--- config.mk ---
export PLATFORM = sky130hd
export DESIGN_NAME = mem_arbiter
export DESIGN_NICKNAME = d
export VERILOG_FILES = /design/src/rtl/mem_arb_pkg.sv /design/src/rtl/arb_rr2.sv /design/src/rtl/mem_arbiter.sv
export SDC_FILE = /design/constraint.sdc
export NUM_CORES = 1
export LEC_CHECK = 0
export ABC_AREA = 0
export BUFFER_PORTS_ARGS = -buffer_cell sky130_fd_sc_hd__buf_4
export CAP_MARGIN = 0
export CORE_MARGIN = 8
export CORE_UTILIZATION = 50
export CTS_CLUSTER_DIAMETER = 150
export DETAILED_ROUTE_END_ITERATION = 16
export GPL_ROUTABILITY_DRIVEN = 1
export GPL_TIMING_DRIVEN = 0
export MAX_ROUTING_LAYER = met4
export PLACE_DENSITY_LB_ADDON = 0.2
export SYNTH_ARGS = -nofsm -noshare
export SYNTH_HDL_FRONTEND = slang
export SYNTH_SLANG_ARGS = --single-unit
--- constraint.sdc ---
create_clock -name clk -period 2.5 [get_ports clk]
set_input_delay 0.125 -clock clk [delete_from_list [all_inputs] [get_ports clk]]
set_output_delay 0.125 -clock clk [all_outputs]
set_load 0.01 [all_outputs]
--- src/rtl/mem_arb_pkg.sv ---
// Shared definitions for the unified-memory arbiter: FSM state encoding and read-latency limits.
// No logic of its own; the latency loader clamps out-of-range settings into the legal window.
// Imported by mem_arbiter and its round-robin picker.
package mem_arb_pkg;

    typedef enum logic [1:0] {
        ST_IDLE   = 2'd0,
        ST_ACCESS = 2'd1,
        ST_WAIT   = 2'd2,
        ST_RESP   = 2'd3
    } arb_state_t;

    localparam int RD_LAT_MIN = 1;
    localparam int RD_LAT_MAX = 7;
    localparam int LAT_CNT_W  = 3;

    // Counter preload for the WAIT phase: RD_LAT-1, with RD_LAT forced into 1..7.
    function automatic logic [LAT_CNT_W-1:0] lat_load(input int rd_lat);
        int v;
        v = rd_lat;
        if (v < RD_LAT_MIN) v = RD_LAT_MIN;
        if (v > RD_LAT_MAX) v = RD_LAT_MAX;
        return LAT_CNT_W'(v - 1);
    endfunction

endpackage

--- src/rtl/arb_rr2.sv ---
// Two-way round-robin picker: lone requester wins, on contention the port that did not win last time.
// Latency: purely combinational, zero cycles.
// Backpressure: none; the caller decides when the pick is consumed.
module arb_rr2
    import mem_arb_pkg::*;
(
    input  logic req0,
    input  logic req1,
    input  logic last,
    output logic valid,
    output logic winner
);

    // Winner is port 1 only if it asks alone, or both ask and port 0 won the last contest.
    always_comb begin
        valid  = req0 | req1;
        winner = (req0 & req1) ? ~last : req1;
    end

endmodule

--- src/rtl/mem_arbiter.sv ---
// Arbitrates CPU (port 0) and loader/debug (port 1) onto one single-ported memory, one access at a time.
// Latency: gnt 1 cycle after req is sampled in IDLE; write busy 2 cycles; rvalid RD_LAT+2 cycles after sampling.
// Backpressure: requests are only sampled in IDLE; a requester holds req until it sees its gnt.
module mem_arbiter
    import mem_arb_pkg::*;
#(
    parameter int ADDR_W = 10,
    parameter int DATA_W = 32,
    parameter int RD_LAT = 1
) (
    input  logic              clk,
    input  logic              reset,
    input  logic              req0,
    input  logic              req1,
    input  logic              we0,
    input  logic              we1,
    input  logic [ADDR_W-1:0] addr0,
    input  logic [ADDR_W-1:0] addr1,
    input  logic [DATA_W-1:0] wdata0,
    input  logic [DATA_W-1:0] wdata1,
    output logic              gnt0,
    output logic              gnt1,
    output logic              rvalid0,
    output logic              rvalid1,
    output logic [DATA_W-1:0] rdata0,
    output logic [DATA_W-1:0] rdata1,
    output logic [ADDR_W-1:0] mem_addr,
    output logic [DATA_W-1:0] mem_wdata,
    output logic              mem_we,
    input  logic [DATA_W-1:0] mem_rdata,
    output logic              busy
);

    typedef struct packed {
        logic              we;
        logic [ADDR_W-1:0] addr;
        logic [DATA_W-1:0] wdata;
    } req_t;

    localparam logic [LAT_CNT_W-1:0] LAT_PRELOAD = lat_load(RD_LAT);

    arb_state_t           state;
    logic                 last;
    logic                 win;
    logic                 acc_we;
    logic [LAT_CNT_W-1:0] lat_cnt;

    logic                 pick_vld;
    logic                 pick_win;
    req_t                 pick_req;

    arb_rr2 u_rr (
        .req0   (req0),
        .req1   (req1),
        .last   (last),
        .valid  (pick_vld),
        .winner (pick_win)
    );

    // Steer the winning port's command onto a single bundle for latching.
    always_comb begin
        pick_req.we    = pick_win ? we1    : we0;
        pick_req.addr  = pick_win ? addr1  : addr0;
        pick_req.wdata = pick_win ? wdata1 : wdata0;
    end

    // Access sequencer; every output is a register so nothing from req reaches a port combinationally.
    always_ff @(posedge clk) begin
        if (reset) begin
            state     <= ST_IDLE;
            last      <= 1'b1;
            win       <= 1'b0;
            acc_we    <= 1'b0;
            lat_cnt   <= '0;
            gnt0      <= 1'b0;
            gnt1      <= 1'b0;
            rvalid0   <= 1'b0;
            rvalid1   <= 1'b0;
            rdata0    <= '0;
            rdata1    <= '0;
            mem_addr  <= '0;
            mem_wdata <= '0;
            mem_we    <= 1'b0;
            busy      <= 1'b0;
        end else begin
            gnt0    <= 1'b0;
            gnt1    <= 1'b0;
            rvalid0 <= 1'b0;
            rvalid1 <= 1'b0;
            mem_we  <= 1'b0;
            unique case (state)
                ST_IDLE: begin
                    if (pick_vld) begin
                        state     <= ST_ACCESS;
                        win       <= pick_win;
                        // Fairness pointer only moves when both ports actually competed.
                        if (req0 && req1) last <= pick_win;
                        acc_we    <= pick_req.we;
                        mem_addr  <= pick_req.addr;
                        mem_wdata <= pick_req.wdata;
                        mem_we    <= pick_req.we;
                        gnt0      <= ~pick_win;
                        gnt1      <= pick_win;
                        busy      <= 1'b1;
                    end
                end
                ST_ACCESS: begin
                    if (acc_we) begin
                        state <= ST_IDLE;
                        busy  <= 1'b0;
                    end else begin
                        state   <= ST_WAIT;
                        lat_cnt <= LAT_PRELOAD;
                    end
                end
                ST_WAIT: begin
                    // mem_addr is left untouched here so the memory sees a stable address.
                    if (lat_cnt == '0) begin
                        state <= ST_RESP;
                        if (win) begin
                            rdata1  <= mem_rdata;
                            rvalid1 <= 1'b1;
                        end else begin
                            rdata0  <= mem_rdata;
                            rvalid0 <= 1'b1;
                        end
                    end else begin
                        lat_cnt <= lat_cnt - 1'b1;
                    end
                end
                ST_RESP: begin
                    state <= ST_IDLE;
                    busy  <= 1'b0;
                end
                default: begin
                    state <= ST_IDLE;
                    busy  <= 1'b0;
                end
            endcase
        end
    end

endmodule

==> flow_metrics.env <==
export IMPL_status="completed"
export IMPL_async_reset_ff_frac=0
export IMPL_wl_per_cell_um=20.79
export IMPL_ant_nets=0
export IMPL_place_gp_congestion=0.8018
export IMPL_yosysWarnings=0
export IMPL_clkTransAtPathRegs_ns=0.07
export IMPL_slew_headroom=0.4931
export IMPL_finalCritPeriodShare=0.9007
export IMPL_r2r_end="mem_wdata[18]"
export IMPL_hold_depth=3
export IMPL_cts_num_sinks=120
export IMPL_rsz0062_at_grt="no"
export IMPL_synthFlopType="dfxtp_1"
export IMPL_die_height_um=116.1
export IMPL_hold_viol_final=0
export IMPL_end_kind="flop"
export IMPL_overflow=0
export IMPL_synth_seq_area_share=0.4799
export IMPL_setup_viol=0
export IMPL_synthCells=585
export IMPL_ctsHtreeMaxLevel=4
export IMPL_fmax_mhz=444.1
export IMPL_post_cts_buffers=0
export IMPL_viasPerCell=5.747
export IMPL_cap_violations=0
export IMPL_grt_pass1_wl_um=35580
export IMPL_cp_max_fo=10
export IMPL_clkLatencyLatePin_ns=0.51
export IMPL_clockBufferDepth=2
export IMPL_fin_crit_ns=2.252
export IMPL_antenna_cells=0
export IMPL_hp_start="we1"
export IMPL_initial_core_util=0.5145
export IMPL_cts_root_buf="clkbuf_8"
export IMPL_stdcell_count=1101
export IMPL_yosysUniqueCellTypes=31
export IMPL_powerDensity_nw_per_um2=684.2
export IMPL_syn_to_final_growth_pct=73.93
export IMPL_reg2reg_slack_ns=0.25
export IMPL_dieWidth_um=116.1
export IMPL_firstDrtPassIters=6
export IMPL_crit_reg2reg_launch="state[0]"
export IMPL_vias=6327
export IMPL_ios=234
export IMPL_cp_start_kind="flop"
export IMPL_hpwl_um=12610
export IMPL_grt_max_degree=17
export IMPL_grt_total_usage=0.3476
export IMPL_skew_ns=0.01350
export IMPL_cp_data_arrival_time_ns=2.70
export IMPL_ctsResizeCount=0
export IMPL_register_area_um2=2402
export IMPL_drcViolationCount=0
export IMPL_reg2reg_depth=7
export IMPL_min_to="mem_we"
export IMPL_tritoncts="built"
export IMPL_numCtsBuffers=17
export IMPL_final_common_cell="buf_4"
export IMPL_core_um2=9729
export IMPL_avgSynthCellArea_um2=8.557
export IMPL_crit_type="flop to flop"
export IMPL_synth_seq_cells=120
export IMPL_synth_edf_count=0
export IMPL_drive_above_1_share=0.3564
export IMPL_syn_nets=709
export IMPL_grt_antenna_before_repair=0
export IMPL_syn_area_um2=5006
export IMPL_power_uw=5957
export IMPL_fin_nets=1079
export IMPL_postCtsHoldBufs=119
export IMPL_port_buffers=232
export IMPL_irDropWorstVdd_mv=0.5514
export IMPL_tns_ns=0
export IMPL_rows=36
export IMPL_multi_input_area_um2=2275
export IMPL_grt_pass1_vias=6754
export IMPL_critPathRequiredTime_ns=2.95
export IMPL_maxSlewViolCount=0
export IMPL_drt_total_wl_um=22890
export IMPL_place_inst=950
export IMPL_tightest_slew_ns=0.7603
export IMPL_hp_class="input pin to flop"
export IMPL_final_util=0.8949
export IMPL_timing_hold_ws_ns=0.04669
export IMPL_fill_cells=406
export IMPL_drt_initial_drc_count=747
export IMPL_layout_common_cells="240 x buf_4, 216 x nand2_1, 120 x dfxtp_1"
export IMPL_leakage_uw=0.003765
export IMPL_die_area_um2=13470
[cell families (layout without fill, tap and decap cells)]
group	count (synthesis)	count (layout)	synth area share
buf+inv	57	440	0.06573
fa+ha+maj	2	2	0.004998
flops	120	120	0.4799
mux	3	3	0.005999
simple gates	239	239	0.1902
compound gates	164	164	0.2532
[metal layers]
layer  track usage  vias up  part of all wire
li1              -     2749                 -
met1        0.3520     2949              0.36
met2        0.5865      504              0.49
met3       0.09588      125             0.096
met4        0.2169        0             0.061
met5             -        -                 0
[area by class of cell]
type | count | area share
inverter | 3 | 0.001293
tap | 133 | 0.01911
timing repair buffer | 351 | 0.3368
buffer | 54 | 0.03650
clock inverter | 14 | 0.01997
sequential | 120 | 0.2759
multi-input combinational | 408 | 0.2612
clock buffer | 18 | 0.04914
[worst max-delay path by stage]
stage | startpoint | end
5_1_grt | state[0] | mem_wdata[18]
6_report | state[0] | mem_wdata[18]
3_5_place_dp | lat_cnt[0] | rdata0[29]
4_1_cts | state[0] | mem_wdata[27]
2_1_floorplan | lat_cnt[0] | rdata0[22]
3_3_place_gp | lat_cnt[0] | rdata0[20]
[through the flow]
| step | setup slack, ns | area, um^2 |
|---|---|---|
| 6_report | 0.2483 | 8707 |
| 5_1_grt | 0.1478 | 8707 |
| 4_1_cts | 0.4738 | 8707 |
| 3_3_place_gp | 0.6894 | 6914 |
| 3_5_place_dp | 0.5679 | 6914 |
| 2_1_floorplan | 0.9315 | 5006 |
[cells in the mapped netlist (2+ instances only)]
| library cell | count | area share |
|---|---|---|
| a21bo_2 | 2 | 0.0040 |
| a311oi_2 | 39 | 0.12 |
| dfxtp_1 | 120 | 0.48 |
| buf_6 | 8 | 0.018 |
| nor2_1 | 7 | 0.0052 |
| clkbuf_1 | 18 | 0.013 |
| mux2i_1 | 3 | 0.0060 |
| nand2b_1 | 2 | 0.0025 |
| nand2_1 | 216 | 0.16 |
| inv_1 | 3 | 0.0022 |
| nor3_1 | 5 | 0.0050 |
| a2111oi_0 | 2 | 0.0035 |
| ha_1 | 2 | 0.0050 |
| a21oi_1 | 113 | 0.11 |
| a311oi_1 | 3 | 0.0052 |
| buf_4 | 8 | 0.012 |
| buf_2 | 20 | 0.020 |
[report_power, final]
| part | total, uW | switching, uW | internal [uW] |
|---|---|---|---|
| sequential | 2150 | 102 | 2050 |
| combinational | 1340 | 656 | 682 |
| clock | 2470 | 921 | 1550 |
| total | 5960 | 1680 | 4280 |
[registers in the layout, summed over array words and instances, names as in the netlist, 3 cells and up, named ones only]
register,flops
lat_cnt,3
mem_addr,10
mem_wdata,32
rdata0,32
rdata1,32
[worst max-delay path, stage by stage (launching register included)]
cell,delay [ns]
dfxtp_1,0.32
buf_2,0.18
nor2_4,0.15
buf_4,0.21
buf_2,0.25
a21oi_1,0.15
a311oi_2,0.34
dlygate4sd3_1,0.60
No activity file was read; power rests on OpenSTA's default activity.
